==> src/rtl/collision_scorer_pkg.sv <==
// Shared constants, state encoding and bus layout for the collision scorer.
package collision_scorer_pkg;

    // Default geometry and timing of the game.
    localparam int N_PIPE_DEF      = 3;
    localparam int BIRD_W_DEF      = 5;
    localparam int PIPE_HALF_DEF   = 2;
    localparam int DEATH_TICKS_DEF = 8;

    // Scene codes used by the controller.
    localparam logic [1:0] SCENE_SPLASH   = 2'd0;
    localparam logic [1:0] SCENE_PLAYING  = 2'd1;
    localparam logic [1:0] SCENE_GAMEOVER = 2'd2;

    // Scorer state machine.
    typedef enum logic [1:0] {
        ST_IDLE  = 2'd0,
        ST_RUN   = 2'd1,
        ST_DYING = 2'd2,
        ST_OVER  = 2'd3
    } state_t;

    // Bus layout: bird = {altitude, is_flapping}; pipe entry = {pos, max, min}.
    localparam int BIRD_BUS_W   = 9;
    localparam int PIPE_ENTRY_W = 24;
    localparam int FIELD_W      = 8;
    localparam int POS_LSB      = 16;
    localparam int MAX_LSB      = 8;
    localparam int MIN_LSB      = 0;

    // Score representation: three packed BCD digits.
    localparam int         BCD_W   = 12;
    localparam logic [11:0] BCD_MAX = 12'h999;

    // Packed BCD orders the same way as binary, so a plain compare picks the max.
    function automatic logic [11:0] bcd_max(input logic [11:0] a, input logic [11:0] b);
        return (a > b) ? a : b;
    endfunction

endpackage

==> src/rtl/collision_scorer_bcd_add3.sv <==
// Three-digit BCD adder for a small increment, saturating at 999.
module bcd_add3
    import collision_scorer_pkg::*;
(
    input  logic [11:0] a_bcd,
    input  logic [1:0]  inc,
    output logic [11:0] sum_bcd
);

    logic [4:0] d0;
    logic [4:0] d1;
    logic [4:0] d2;
    logic       c0;
    logic       c1;

    // Ripple the increment through the digits; a carry out of the hundreds saturates.
    always_comb begin
        d0      = {1'b0, a_bcd[3:0]} + {3'b000, inc};
        c0      = (d0 > 5'd9);
        if (c0) begin
            d0 = d0 - 5'd10;
        end
        d1      = {1'b0, a_bcd[7:4]} + {4'b0000, c0};
        c1      = (d1 > 5'd9);
        if (c1) begin
            d1 = d1 - 5'd10;
        end
        d2      = {1'b0, a_bcd[11:8]} + {4'b0000, c1};
        sum_bcd = {d2[3:0], d1[3:0], d0[3:0]};
        if ((d2 > 5'd9) || (a_bcd == BCD_MAX)) begin
            sum_bcd = BCD_MAX;
        end
    end

endmodule

==> src/rtl/collision_scorer.sv <==
// Collision detection, BCD scoring, best-score tracking and game-over sequencing.
module collision_scorer
    import collision_scorer_pkg::*;
#(
    parameter int N_PIPE      = N_PIPE_DEF,
    parameter int BIRD_W      = BIRD_W_DEF,
    parameter int PIPE_HALF   = PIPE_HALF_DEF,
    parameter int DEATH_TICKS = DEATH_TICKS_DEF
) (
    input  logic                         clk,
    input  logic                         rst_n,
    input  logic                         playing,
    input  logic                         restart,
    input  logic [BIRD_BUS_W-1:0]        bird,
    input  logic [PIPE_ENTRY_W*N_PIPE-1:0] pipes,
    output logic                         hit,
    output logic                         game_over,
    output logic [BCD_W-1:0]             score_bcd,
    output logic [BCD_W-1:0]             best_bcd
);

    localparam int CNT_W = (DEATH_TICKS > 1) ? $clog2(DEATH_TICKS) : 1;

    // Horizontal extent of the bird padded by the pipe half-width, at 10-bit signed.
    localparam logic signed [9:0] LEFT_EDGE  = 10'(-PIPE_HALF);
    localparam logic signed [9:0] RIGHT_EDGE = 10'(BIRD_W - 1 + PIPE_HALF);

    state_t            state_q, state_d;
    logic [CNT_W-1:0]  cnt_q, cnt_d;
    logic [N_PIPE-1:0] scored_q, scored_d;
    logic [BCD_W-1:0]  score_q, score_d;
    logic [BCD_W-1:0]  best_q, best_d;
    logic              hit_q, hit_d;

    logic [7:0]        altitude;
    logic              unused_flap;
    logic [N_PIPE-1:0] overlap;
    logic [N_PIPE-1:0] safe;
    logic [N_PIPE-1:0] cleared;
    logic [N_PIPE-1:0] recycled;
    logic              collision;
    logic [N_PIPE-1:0] new_clear;
    logic [N_PIPE-1:0] scored_after;
    logic [1:0]        inc_cnt;
    logic [BCD_W-1:0]  score_inc;

    assign altitude    = bird[8:1];
    assign unused_flap = bird[0];

    // Per-pipe geometry: overlap window, gap test, and left/right recycling zones.
    generate
        for (genvar gi = 0; gi < N_PIPE; gi++) begin : g_pipe
            logic [7:0]        pos_raw;
            logic [7:0]        max_bnd;
            logic [7:0]        min_bnd;
            logic signed [9:0] pos_ext;

            assign pos_raw = pipes[PIPE_ENTRY_W*gi + POS_LSB +: FIELD_W];
            assign max_bnd = pipes[PIPE_ENTRY_W*gi + MAX_LSB +: FIELD_W];
            assign min_bnd = pipes[PIPE_ENTRY_W*gi + MIN_LSB +: FIELD_W];
            assign pos_ext = $signed({{2{pos_raw[7]}}, pos_raw});

            assign overlap[gi]  = (pos_ext >= LEFT_EDGE) && (pos_ext <= RIGHT_EDGE);
            assign safe[gi]     = (min_bnd < altitude) && (altitude < max_bnd);
            assign cleared[gi]  = (pos_ext < LEFT_EDGE);
            assign recycled[gi] = !pos_ext[9];
        end
    endgenerate

    // Altitude 0 or anything with the top bit set counts as hitting the floor.
    assign collision = (|(overlap & ~safe)) || (altitude == 8'd0) || altitude[7];

    // Count pipes newly passed this tick and update the per-pipe scored flags.
    always_comb begin
        new_clear    = cleared & ~scored_q;
        scored_after = (scored_q | cleared) & ~recycled;
        inc_cnt      = 2'd0;
        for (int i = 0; i < N_PIPE; i++) begin
            inc_cnt = inc_cnt + {1'b0, new_clear[i]};
        end
    end

    bcd_add3 u_bcd_add3 (
        .a_bcd   (score_q),
        .inc     (inc_cnt),
        .sum_bcd (score_inc)
    );

    // Next-state logic: game phase, death countdown, score and best score.
    always_comb begin
        state_d  = state_q;
        cnt_d    = cnt_q;
        scored_d = scored_q;
        score_d  = score_q;
        best_d   = best_q;
        hit_d    = 1'b0;
        case (state_q)
            ST_IDLE: begin
                if (playing) begin
                    state_d  = ST_RUN;
                    score_d  = '0;
                    scored_d = '0;
                end
            end
            ST_RUN: begin
                if (!playing) begin
                    state_d = ST_OVER;
                    best_d  = bcd_max(best_q, score_q);
                end else begin
                    score_d  = score_inc;
                    scored_d = scored_after;
                    if (collision) begin
                        state_d = ST_DYING;
                        hit_d   = 1'b1;
                        cnt_d   = CNT_W'(DEATH_TICKS - 1);
                    end
                end
            end
            ST_DYING: begin
                if (cnt_q == '0) begin
                    state_d = ST_OVER;
                    best_d  = bcd_max(best_q, score_q);
                end else begin
                    cnt_d = cnt_q - 1'b1;
                end
            end
            ST_OVER: begin
                if (restart) begin
                    state_d = ST_IDLE;
                end
            end
            default: begin
                state_d = ST_IDLE;
            end
        endcase
    end

    // State register with asynchronous clear.
    always_ff @(posedge clk or negedge rst_n) begin
        if (!rst_n) begin
            state_q  <= ST_IDLE;
            cnt_q    <= '0;
            scored_q <= '0;
            score_q  <= '0;
            best_q   <= '0;
            hit_q    <= 1'b0;
        end else begin
            state_q  <= state_d;
            cnt_q    <= cnt_d;
            scored_q <= scored_d;
            score_q  <= score_d;
            best_q   <= best_d;
            hit_q    <= hit_d;
        end
    end

    assign hit       = hit_q;
    assign game_over = (state_q == ST_OVER);
    assign score_bcd = score_q;
    assign best_bcd  = best_q;

endmodule
==> config.mk <==
export PLATFORM = sky130hd
export DESIGN_NAME = collision_scorer
export DESIGN_NICKNAME = d
export VERILOG_FILES = /design/src/rtl/collision_scorer_pkg.sv /design/src/rtl/collision_scorer_bcd_add3.sv /design/src/rtl/collision_scorer.sv
export SDC_FILE = /design/constraint.sdc
export NUM_CORES = 1
export LEC_CHECK = 0
export CAP_MARGIN = 10
export CORE_ASPECT_RATIO = 1.4
export CORE_UTILIZATION = 52
export DETAILED_ROUTE_END_ITERATION = 8
export GPL_TIMING_DRIVEN = 0
export PLACE_DENSITY = 0.87
export SLEW_MARGIN = 0
export SYNTH_ARGS = -nofsm -noshare
export SYNTH_HDL_FRONTEND = slang
export SYNTH_HIERARCHICAL = 1
export SYNTH_SLANG_ARGS = --single-unit
==> constraint.sdc <==
create_clock -name clk -period 11.6 [get_ports clk]
set_input_delay 3.48 -clock clk [delete_from_list [all_inputs] [get_ports clk]]
set_output_delay 3.48 -clock clk [all_outputs]
set_load 0.02 [all_outputs]
==> summary.md <==
| Metric | Value |
|---|---|
| Run status | `completed` |
| Total I/O pin count | `111` |
| Post-CTS Repair Setup Buffers | `0` |
| Placer congestion estimate | `0.892` |
| Crit Path Max Fanout | `10` |
| Area share of the largest cell type after synthesis | `0.236` |
| Source of the worst hold timing path | `scored_q[1]$_DFFE_PN0P_` |
| Number of global-route vias before repair | `3822` |
| Area growth syn-to-layout | `34.8%` |
| Floorplan Core Area | `6700 µm²` |
| Delay of the slowest cell on the worst path | `0.55 ns` |
| Global-route track usage on met3 | `0.0438` |
| Nature of the critical path endpoint | `flop` |
| Layout filler cell count | `482` |
| Footprint of the multi-input gates | `2550 µm²` |
| Reg-to-reg slack, setup | `5.83 ns` |
| Skew-Pair Late Insertion Delay | `0.28 ns` |
| CTS clk-pin slew, worst paths | `0.07 ns` |
| Hold Vio Cnt, Final | `0` |
| Die Wd | `72.9 µm` |
| Relative slew slack | `0.491` |
| Pre-Repair DR Iteration Count | `4` |
| Worst reg2reg startpoint | `scored_q[1]$_DFFE_PN0P_` |
| Met2 capacity usage during global routing | `0.573` |
| H-tree level count | `2` |
| TritonCTS clock tree | `built` |
| Number of input and output port buffers inserted | `109` |
| Most common cell in the synthesized netlist | `ha_1` |
| Chip Height | `101 µm` |
| Number of placed instances, taps included | `619` |
| Most instantiated cells after synthesis | `ha_1 (69), inv_1 (59), dfrtp_1 (33)` |
| Overflow left after global routing | `0` |
| Worst clock skew | `0.00285 ns` |
| Effective utilization at floorplan | `0.547` |
| Measured slew at the worst slew-check pin | `0.763 ns` |
| WS Path Type | `primary input to flop` |
| Area occupied by registers | `826 µm²` |
| Pre-CTS setup slack | `2.08 ns` |
| Detailed-placement wirelength estimate | `8040 µm` |
| Flops & latches, synth | `33` |
| Most frequent CP cell | `ha_1` |
| Fraction of registers with async set/reset | `1.00` |
| Nets | `690` |
| Max-cap violations | `0` |
| Yosys Warn Count | `6` |
| Crit path launch type | `primary input` |
| Mean instance size in the synthesized netlist | `8.76 µm²` |
| Power density cells | `118 nW/µm²` |
| TritonCTS Buffers | `5` |
| Required time at the worst-slack endpoint | `11.77 ns` |
| Unrepaired setup endpoints after global routing | `no` |
| Worst EP arrival | `9.49 ns` |
| Total inserted antenna cells | `0` |
| Leak pwr | `2.32 nW` |
| Number of DRC violations after detailed routing | `0` |
| Library cell used as clock root buffer | `clkbuf_8` |
| Number of distinct library cells after synthesis | `64` |
| Die area | `7390 µm²` |
| Number of standard cells after synthesis | `418` |
| Combined area of all synthesized cells | `3660 µm²` |
| Routed WL per cell | `15.5 µm` |
| DRT antenna net count | `0` |
| Filler-free cell count of the finished design | `625` |
| Vias per std cell | `5.92` |
| Count of hold-fix buffers inserted at cts | `0` |
| Share of post-route cells with drive strength above 1 | `0.0675` |
| Final clock period utilization by the worst path | `0.804` |
| Number of flops mapped to enable cells by yosys | `0` |
| Post-route cell area | `4940 µm²` |
| Synth area leader | `ha_1` |
| Min Tclk post-route | `9.32 ns` |
| Sequential-to-total area share from yosys stat | `0.225` |
| Dominant cells by area after synthesis | `ha_1 (24%), dfrtp_1 (23%), inv_1 (6.0%)` |
| Setup violation total in the final timing report | `0` |
| Final number of max-transition violations | `0` |
| Maximum vdd ir drop | `0.0562 mV` |
| GR peak layer | `met2` |
| Number of clock sinks seen by CTS | `33` |
| Vias after detailed routing | `3697` |
| Final critical-path setup slack | `2.28 ns` |
| Main flop type after synthesis | `dfrtp_1` |
| Maximum number of pins on one net before global-route repair | `34` |
| Max stage delay cell, worst path | `fa_1` |
| M1 GR Usage | `0.268` |
| Net count after synthesis | `574` |
| Highest clock rate | `107 MHz` |
| Number of antenna violations at the first check in global routing | `0` |
| Overall global routing resource usage | `0.281` |
| Routed wire length | `9710 µm` |
| HP Class | `flop to flop` |
| Post-Route Utilization | `0.737` |
| Dpl cell area | `4860 µm²` |
| Total of cells resized after clock tree synthesis | `0` |
| Cell Rows | `35` |
| Global-route wire length before repair | `16500 µm` |
| Setup tns final | `0 ns` |
| Critical Path Start | `pipes[20]` |
| Max Root-Sink Buffers | `2` |
| DR iter-0 viols | `123` |
==> final timing paths <==
check                                                end  cells after the start
min in group asynchronous       score_bcd[7]$_DFFE_PN0P_                      1
max in group asynchronous       score_bcd[2]$_DFFE_PN0P_                      1
worst max-delay path            score_bcd[3]$_DFFE_PN0P_                     26
worst min-delay path             scored_q[1]$_DFFE_PN0P_                      2
worst max register to register  score_bcd[3]$_DFFE_PN0P_                     24
worst min register to register   scored_q[1]$_DFFE_PN0P_                      2
==> layout by cell type, fill, tap and decap left out, drive strengths merged, types with 3 or more instances in the layout <==
cell type / netlist / layout
clkbuf: 7 / 12
a21o: 7 / 7
nor3: 17 / 17
a311oi: 5 / 5
and2: 3 / 3
mux2: 13 / 13
nor2b: 5 / 5
or4: 3 / 3
nand2b: 7 / 7
xnor2: 3 / 3
nor3b: 5 / 5
xor2: 4 / 4
a211oi: 9 / 9
nand3: 5 / 5
o31ai: 4 / 4
nor2: 23 / 23
and3: 4 / 4
dfrtp: 33 / 33
buf: 4 / 5
nand2: 20 / 20
ha: 69 / 69
clkdlybuf4s50: 0 / 108
inv: 59 / 59
a21oi: 22 / 22
o211ai: 4 / 4
nand4: 11 / 11
a22o: 12 / 12
a22oi: 3 / 3
o21ai: 17 / 17
o21a: 3 / 3
a31oi: 5 / 5
==> critical path: cells and delay by family <==
kind,cells,cell delay [ns]
and+or+nand+nor,4,0.52
AOI/OAI and AO/OA,9,2.09
buffers and inverters,6,1.35
adders and majority gates,7,2.02
==> through the flow <==
stage / power [mW] / hold slack (ns)
6_report: 0.583 / 0.499
5_1_grt: 0.629 / 0.530
4_1_cts: 0.583 / 0.498
3_5_place_dp: 0.500 / 0.485
3_3_place_gp: 0.484 / 0.479
2_1_floorplan: 0.386 / 0.457
==> power breakdown <==
group | internal (mW) | total, mW | switching, mW
Clock | 0.0395 | 0.0809 | 0.0414
Sequential | 0.137 | 0.162 | 0.0256
Combinational | 0.163 | 0.340 | 0.177
==> cell families after synthesis <==
group | after synthesis | synth area share
and+or+nand+nor | 110 | 0.167
AOI/OAI and AO/OA | 113 | 0.223
adders and majority gates | 71 | 0.247
xor gates and xnor gates | 7 | 0.0167
muxes | 14 | 0.0437
DFF | 33 | 0.225
buffers and inverters | 70 | 0.0782
==> flip-flops by register name, summed over array words and instances, names as in the netlist <==
name / flops
cnt_q: 3
state_q: 2
scored_q: 3
hit: 1
score_bcd: 12
best_bcd: 12
==> final cells by class <==
class	instances	share of cell area
plain buffers	11	0.0132
well taps	92	0.0233
inverters	59	0.0448
flip-flops and latches	33	0.167
multi-input cells	315	0.517
clock buffers	5	0.0139
clock inverters	1	0.00101
repair buffers	109	0.220
==> per-layer routing <==
metal / vias to the layer above / share of wire
li1: 1770 / -
met1: 1739 / 0.36
met2: 159 / 0.56
met3: 29 / 0.045
met4: 0 / 0.031
met5: - / 0
(Power assumes the default switching activity.)
